==> config.mk <==
export PLATFORM = sky130hd
export DESIGN_NAME = multicycle_control
export DESIGN_NICKNAME = d
export VERILOG_FILES = /design/src/rtl/multicycle_control.sv
export SDC_FILE = /design/constraint.sdc
export NUM_CORES = 1
export LEC_CHECK = 0
export CAP_MARGIN = 20
export CORE_MARGIN = 1.5
export CORE_UTILIZATION = 55
export DETAILED_ROUTE_END_ITERATION = 10
export DONT_BUFFER_PORTS = 1
export PLACE_DENSITY_LB_ADDON = 0.1
export SLEW_MARGIN = 25
export SYNTH_ARGS = -nofsm -noshare
export SYNTH_HDL_FRONTEND = slang
export SYNTH_SLANG_ARGS = --single-unit
==> constraint.sdc <==
create_clock -name clk -period 1.35 [get_ports clk]
set_clock_uncertainty 0.05 [all_clocks]
set_input_delay 0.2025 -clock clk [delete_from_list [all_inputs] [get_ports clk]]
set_output_delay 0.2025 -clock clk [all_outputs]
set_load 0.02 [all_outputs]
==> src/rtl/multicycle_control.sv <==
// Main control FSM for the 8-bit multicycle MIPS datapath.
// Sequences fetch/decode/execute/memory/write-back with memory wait and timeout handling.
module multicycle_control #(
  parameter int MEM_TIMEOUT = 8,
  parameter int CNT_W       = 4
) (
  input  logic       clk,
  input  logic       rst_n,
  input  logic [2:0] opcode,
  input  logic       zero,
  input  logic       mem_ready,
  output logic       mem_read,
  output logic       mem_write,
  output logic       iord,
  output logic       ir_write,
  output logic       pc_write,
  output logic       pc_write_cond,
  output logic       pc_load,
  output logic       pc_src,
  output logic       alu_src_a,
  output logic [1:0] alu_src_b,
  output logic       alu_force_add,
  output logic       reg_write,
  output logic       reg_dst,
  output logic       mem_to_reg,
  output logic       instr_done,
  output logic       illegal_op,
  output logic       bus_err
);

  typedef enum logic [3:0] {
    S_FETCH, S_DECODE, S_EXEC_R, S_WB_R,
    S_EXEC_I, S_WB_I, S_ADDR, S_MEM_RD,
    S_WB_MEM, S_MEM_WR, S_BRANCH, S_ILLEGAL
  } state_t;

  state_t           state, state_nx;
  logic [CNT_W-1:0] cnt, cnt_nx;
  logic             waiting, timeout;

  always_comb begin
    waiting = 1'b0;
    if (state == S_FETCH || state == S_MEM_RD || state == S_MEM_WR)
      waiting = !mem_ready;
    timeout = waiting && (cnt == CNT_W'(MEM_TIMEOUT - 1));
    cnt_nx  = (waiting && !timeout) ? cnt + 1'b1 : '0;
  end

  always_ff @(posedge clk or negedge rst_n) begin
    if (!rst_n) begin
      state <= S_FETCH;
      cnt   <= '0;
    end else begin
      state <= state_nx;
      cnt   <= cnt_nx;
    end
  end

  always_comb begin
    state_nx      = state;
    mem_read      = 1'b0;
    mem_write     = 1'b0;
    iord          = 1'b0;
    ir_write      = 1'b0;
    pc_write      = 1'b0;
    pc_write_cond = 1'b0;
    pc_src        = 1'b0;
    alu_src_a     = 1'b0;
    alu_src_b     = 2'b00;
    alu_force_add = 1'b0;
    reg_write     = 1'b0;
    reg_dst       = 1'b0;
    mem_to_reg    = 1'b0;
    instr_done    = 1'b0;
    illegal_op    = 1'b0;
    bus_err       = 1'b0;
    unique case (state)
      S_FETCH: begin
        mem_read      = 1'b1;
        alu_src_b     = 2'b01;
        alu_force_add = 1'b1;
        if (mem_ready) begin
          ir_write = 1'b1;
          pc_write = 1'b1;
          state_nx = S_DECODE;
        end
      end
      S_DECODE: begin
        alu_src_b     = 2'b11;
        alu_force_add = 1'b1;
        unique case (1'b1)
          opcode == 3'b000: state_nx = S_EXEC_R;
          opcode == 3'b001: state_nx = S_EXEC_I;
          opcode == 3'b010: state_nx = S_ADDR;
          opcode == 3'b011: state_nx = S_ADDR;
          opcode == 3'b100: state_nx = S_BRANCH;
          default:          state_nx = S_ILLEGAL;
        endcase
      end
      S_EXEC_R: begin
        alu_src_a = 1'b1;
        state_nx  = S_WB_R;
      end
      S_WB_R: begin
        reg_write  = 1'b1;
        reg_dst    = 1'b1;
        instr_done = 1'b1;
        state_nx   = S_FETCH;
      end
      S_EXEC_I: begin
        alu_src_a = 1'b1;
        alu_src_b = 2'b10;
        state_nx  = S_WB_I;
      end
      S_WB_I: begin
        reg_write  = 1'b1;
        instr_done = 1'b1;
        state_nx   = S_FETCH;
      end
      S_ADDR: begin
        alu_src_a     = 1'b1;
        alu_src_b     = 2'b10;
        alu_force_add = 1'b1;
        state_nx      = (opcode == 3'b011) ? S_MEM_WR : S_MEM_RD;
      end
      S_MEM_RD: begin
        mem_read = 1'b1;
        iord     = 1'b1;
        if (mem_ready) state_nx = S_WB_MEM;
      end
      S_WB_MEM: begin
        reg_write  = 1'b1;
        mem_to_reg = 1'b1;
        instr_done = 1'b1;
        state_nx   = S_FETCH;
      end
      S_MEM_WR: begin
        mem_write = 1'b1;
        iord      = 1'b1;
        if (mem_ready) begin
          instr_done = 1'b1;
          state_nx   = S_FETCH;
        end
      end
      S_BRANCH: begin
        alu_src_a     = 1'b1;
        pc_write_cond = 1'b1;
        pc_src        = 1'b1;
        instr_done    = 1'b1;
        state_nx      = S_FETCH;
      end
      S_ILLEGAL: begin
        illegal_op = 1'b1;
        state_nx   = S_FETCH;
      end
      default: state_nx = S_FETCH;
    endcase
    // Abort the stalled access; a fetch timeout retries the same PC.
    if (timeout) begin
      bus_err  = 1'b1;
      state_nx = S_FETCH;
    end
    if (!rst_n) begin
      mem_read      = 1'b0;
      mem_write     = 1'b0;
      iord          = 1'b0;
      ir_write      = 1'b0;
      pc_write      = 1'b0;
      pc_write_cond = 1'b0;
      pc_src        = 1'b0;
      alu_src_a     = 1'b0;
      alu_src_b     = 2'b00;
      alu_force_add = 1'b0;
      reg_write     = 1'b0;
      reg_dst       = 1'b0;
      mem_to_reg    = 1'b0;
      instr_done    = 1'b0;
      illegal_op    = 1'b0;
      bus_err       = 1'b0;
    end
  end

  assign pc_load = pc_write | (pc_write_cond & zero);

endmodule
==> summary.md, run 1 <==
| Metric | Value |
|---|---|
| Place WS | -0.135 ns |
| Synth Area in Compound Gates | 18.6% |
| Area share of the leading cell type in the synthesized netlist | 23.8% |
| Die span in y | 42.1 µm |
| Tool Error | [ERROR DPL-0038] Utilization greater than 100%, impossible to legalize |
| Syn Nets | 112 |
| Worst-path end type | top-level output |
| Largest family of logic cells by synthesized area | simple AND/OR/NAND/NOR gates |
| Cell Rows | 13 |
| CTS H-tree depth | 1 |
| Final GP Congestion | 0.825 |
| Multiplexer area fraction after synthesis | 2.53% |
| Dpl cells | 132 |
| Largest net degree at the start of global routing | 12 |
| Cell area after synthesis | 842 µm² |
| I/O pin count | 25 |
| Syn Inst Count | 104 |
| Register bit total from synthesis | 8 |
| Stop stage | global routing |
| Status | aborted with a tool error |
| CTS Sinks | 8 |
| Simple-gate portion of the synthesized area | 39.5% |
| Dominant cell by count in the synthesized netlist | nor2_1 |
| Max Buffers Root-to-Sink | 2 |
| Main flop type after synthesis | dfrtp_1 |
| Initial Utilization | 61.6% |
| Post-synthesis adder-cell area fraction | 1.49% |
| IO Port Bufs | 0 |
| Root buffer cell | clkbuf_4 |
| Synth warnings | 0 |
| Number of synthesized flops with an enable pin | 0 |
| Top post-synthesis cells by area | dfrtp_1 24%, buf_6 6.7%, nor2_1 4.9%, nor3_1 4.8%, nand3b_1 4.5% |
| Die X | 42.1 µm |
| Worst EP post-GRT repair | instr_done |
| Num CTS Buffers | 3 |
| DPL Wire Length | 1520 µm |
| XOR/XNOR Fraction of Synth Area | 2.08% |
| Mean post-synth cell area | 8.10 µm² |
| Most common library cells after synthesis | 11 x nor2_1, 8 x dfrtp_1, 8 x nand2_1, 8 x nor3_1, 7 x a21oi_1 |
| Post-synthesis sequential area ratio | 23.8% |
| Async SR Flop Fraction | 100% |
| Post-synth cell types | 43 |
| Area leader, netlist | dfrtp_1 |
-- what timing repair did --
item	in CTS
resized for setup	39
hold buffers	2
buffers inserted	14
pin swaps	18
endpoints found under the setup margin	25
endpoints found under the hold margin	12
-- metrics by stage --
| step | cell area [µm²] | utilization (%) | TNS, ns | hold slack, ns |
|---|---|---|---|---|
| 3_5_place_dp | 1020 | 74.8 | -1.36 | -0.143 |
| 2_1_floorplan | 901 | - | -0.782 | -0.143 |
| 3_3_place_gp | 1020 | 74.8 | -1.16 | -0.143 |
| 4_1_cts | 1310 | 96.1 | -5.23 | 0.151 |
-- kinds of logic after synthesis --
family,count (synthesis)
fa+ha+maj,1
flops,8
compound gates,21
simple gates,57
mux,2
buf+inv,13
xor+xnor,2
==> inputs of run 2 (changes only) <==
--- a/config.mk
+++ b/config.mk
@@ -6,11 +6,11 @@
 export NUM_CORES = 1
 export LEC_CHECK = 0
 export CAP_MARGIN = 20
-export CORE_MARGIN = 1.5
-export CORE_UTILIZATION = 55
+export CORE_AREA = 2 2 63 65
 export DETAILED_ROUTE_END_ITERATION = 10
+export DIE_AREA = 0 0 65 67
 export DONT_BUFFER_PORTS = 1
-export PLACE_DENSITY_LB_ADDON = 0.1
+export PLACE_DENSITY_LB_ADDON = 0.15
 export SLEW_MARGIN = 25
 export SYNTH_ARGS = -nofsm -noshare
 export SYNTH_HDL_FRONTEND = slang
==> constraint.sdc (replaced) <==
create_clock -name clk -period 1.8 [get_ports clk]
set_clock_uncertainty 0.05 [all_clocks]
set_input_delay 0.27 -clock clk [delete_from_list [all_inputs] [get_ports clk]]
set_output_delay 0.27 -clock clk [all_outputs]
set_load 0.02 [all_outputs]
==> run 2 against run 1 <==
Net effect:
- the run now ends clean
- synthesized cell count stayed put
- area after synthesis unchanged
==> summary.md, run 2 <==
| Metric | Value |
|---|---|
| Place WS | 0.0446 ns (+0.180 ns) |
| Synth warnings | 0 (unchanged) |
| Detail Route Antenna Nets | 0 |
| Final-report max-slew violation count | 0 |
| Overall Global Routing Usage | 11.5% |
| Maximum VDD drop | 0.000420 V |
| Fin cells | 170 |
| Cell Rows | 22 (+9) |
| Relative slew slack | 74.1% |
| Final min period | 1.78 ns |
| Dpl cells | 162 (+23%) |
| Die span in y | 67 µm (+59%) |
| Total power | 1.56 mW |
| Die area | 4360 µm² |
| Worst-Margin Slew | 0.386 ns |
| DPL Wire Length | 1710 µm (+12%) |
| Post-synthesis sequential area ratio | 23.8% (unchanged) |
| Unrepaired setup endpoints after global routing | true |
| Nets@finish | 132 |
| Main flop type after synthesis | dfrtp_1 |
| Critical Path Fanout Max | 11 |
| Vias in the first global route | 812 |
| Dominant cell by count in the synthesized netlist | nor2_1 |
| Multi-input combinational cell area | 569 µm² |
| Pwr per Cell Area | 1420 nW/µm² |
| Most common library cells after synthesis | 11 x nor2_1, 8 x dfrtp_1, 8 x nand2_1, 8 x nor3_1, 7 x a21oi_1 |
| Num CTS Buffers | 3 (unchanged) |
| Register area | 206 µm² |
| Die X | 65 µm (+54%) |
| I/O pin count | 25 (unchanged) |
| Cell area after synthesis | 842 µm² (unchanged) |
| Root buffer cell | clkbuf_8 |
| Max Buffers Root-to-Sink | 2 (unchanged) |
| Mean post-synth cell area | 8.10 µm² (unchanged) |
| Detailed-route via count | 843 |
| Wire length of the first global-routing pass | 3840 µm |
| Area leader, netlist | dfrtp_1 |
| CTS tree | built |
| Hold Violations, Final | 0 |
| Worst-path clk slew | 0.04 ns |
| Hold Crit Class | in -> reg |
| Core Area | 3610 µm² |
| Final GP Congestion | 0.811 (-1.8%) |
| Arrival time worst endpoint | 1.46 ns |
| Overflow left after global routing | 0 |
| CTS H-tree depth | 1 (unchanged) |
| Final setup vio count | 0 |
| DR pass1 iterations | 4 |
| Number of vias per cell | 4.96 |
| Largest net degree at the start of global routing | 21 |
| Status | finished clean |
| N_diodes | 0 |
| Register bit total from synthesis | 8 (unchanged) |
| Top post-synthesis cells by area | dfrtp_1 24%, buf_6 6.7%, nor2_1 4.9%, nor3_1 4.8%, nand3b_1 4.5% |
| Layout overhead on the synthesized area | 30.6% |
| Commonest non-fill, non-tap cell in the layout | buf_4 |
| Tcrit/Tclk final | 98.9% |
| Biggest regs | cnt: 4 flops, state: 4 flops |
| Syn Inst Count | 104 (unchanged) |
| Total Wirelength | 2410 µm |
| Critical path type | reg -> out |
| Wire length per cell | 14.2 µm |
| Final worst setup slack | 0.0193 ns |
| IO Port Bufs | 0 (unchanged) |
| DRC violations left | 0 |
| Worst Path Required | 1.48 ns |
| Max cap viols | 0 |
| Syn Nets | 112 (unchanged) |
| Critical Path Source Type | register |
| Worst Setup End Kind | output port |
| Initial Utilization | 23.4% (-38 points) |
| Area share of the leading cell type in the synthesized netlist | 23.8% (unchanged) |
| Initial antenna violation count | 0 |
| Latest clock arrival within the worst-skew pair | 0.23 ns |
| Maximum operating frequency | 562 MHz |
| Pleak | 0.444 nW |
| WHS | 0.0617 ns |
| Post-synth cell types | 43 (unchanged) |
| Async SR Flop Fraction | 100% (unchanged) |
| Layout cell share with drive strength beyond 1 | 40.2% |
| Number of synthesized flops with an enable pin | 0 (unchanged) |
| Most frequent cells in the layout | 23 x buf_4, 11 x nor2_1, 8 x nand2_1 |
| CTS Sinks | 8 (unchanged) |
| Fill count | 399 |
| DR iter-0 viols | 22 |
## run 2: final timing paths
| kind | startpoint | end | slack (ns) | cells past startpoint |
|---|---|---|---|---|
| setup / recovery | state[1] | mem_read | 0.02 | 3 |
| hold / removal | mem_ready | cnt[0] | 0.06 | 1 |
| setup reg to reg | state[1] | state[3] | 0.22 | 4 |
| hold reg to reg | cnt[0] | cnt[0] | 0.43 | 1 |
| max in group asynchronous | rst_n | state[1] | 1.06 | 1 |
| min in group asynchronous | rst_n | state[1] | 0.35 | 1 |
## run 2: cell type report
cell class / count / area share [%]
Sequential cell: 8 / 18.8
Clock buffer: 3 / 3.75
Timing Repair Buffer: 27 / 19.9
Multi-Input combinational cell: 83 / 51.8
Tap cell: 48 / 5.46
Inverter: 1 / 0.341
## run 2: metal layers
metal,GRT usage (%),vias to the layer above,wire length [µm],part of all wire (%)
met5,0,-,0,0
met4,1.60,0,0,0
met3,3.89,0,185,7.7
met2,20.1,23,1200,50
met1,13.8,406,1030,43
li1,-,414,-,-
## run 2: report_power, final
part | switching, mW | internal, mW
Clock | 0.0684 | 0.145
Combinational | 0.541 | 0.488
Sequential | 0.0870 | 0.235
Total | 0.696 | 0.867
## run 2: cell families (layout without fill, tap and decap cells)
| family | Yosys count | in the layout | share of synthesized area [%] |
|---|---|---|---|
| simple gates | 57 | 57 | 39.5 |
| buf+inv | 13 | 31 | 12.0 |
| fa+ha+maj | 1 | 1 | 1.49 |
| xor+xnor | 2 | 2 | 2.08 |
| compound gates | 21 | 21 | 18.6 |
| flops | 8 | 8 | 23.8 |
| mux | 2 | 2 | 2.53 |
## run 2: what timing repair did
| item | CTS | global route |
|---|---|---|
| cloned | 0 | 0 |
| hold buffers | 1 | 0 |
| gates resized for setup | 7 | 9 |
| endpoints found under the setup margin | 15 | 10 |
| endpoints found under the hold margin | 8 | 0 |
| buffers inserted | 3 | 1 |
## run 2: critical path, stage by stage, from the launching register on
cell	delay [ns]
dfrtp_4	0.55
or3_4	0.41
a21oi_2	0.13
buf_4	0.15
## run 2: per-stage QoR
stage          instance area, µm²  utilization [%]  TNS, ns
2_1_floorplan                 842                -        0
3_3_place_gp                  982             27.2        0
3_5_place_dp                  982             27.2        0
4_1_cts                      1070             29.7  -0.0113
5_1_grt                      1100             30.5   -0.114
6_report                     1100             30.5        0
Power figures use the tool's default switching activity.
==> inputs of run 3 (changes only) <==
--- a/config.mk
+++ b/config.mk
@@ -11,7 +11,6 @@
 export DIE_AREA = 0 0 65 67
 export DONT_BUFFER_PORTS = 1
 export PLACE_DENSITY_LB_ADDON = 0.15
-export SLEW_MARGIN = 25
 export SYNTH_ARGS = -nofsm -noshare
 export SYNTH_HDL_FRONTEND = slang
 export SYNTH_SLANG_ARGS = --single-unit
==> results of run 3 <==
No change in the layout: final DEF, timing and power equal those of run 2.
==> inputs of run 4 (changes only) <==
--- a/config.mk
+++ b/config.mk
@@ -11,6 +11,7 @@
 export DIE_AREA = 0 0 65 67
 export DONT_BUFFER_PORTS = 1
 export PLACE_DENSITY_LB_ADDON = 0.15
+export RECOVER_POWER = 100
 export SYNTH_ARGS = -nofsm -noshare
 export SYNTH_HDL_FRONTEND = slang
 export SYNTH_SLANG_ARGS = --single-unit
==> results of run 4 <==
No change in the layout: final DEF, timing and power equal those of run 2.
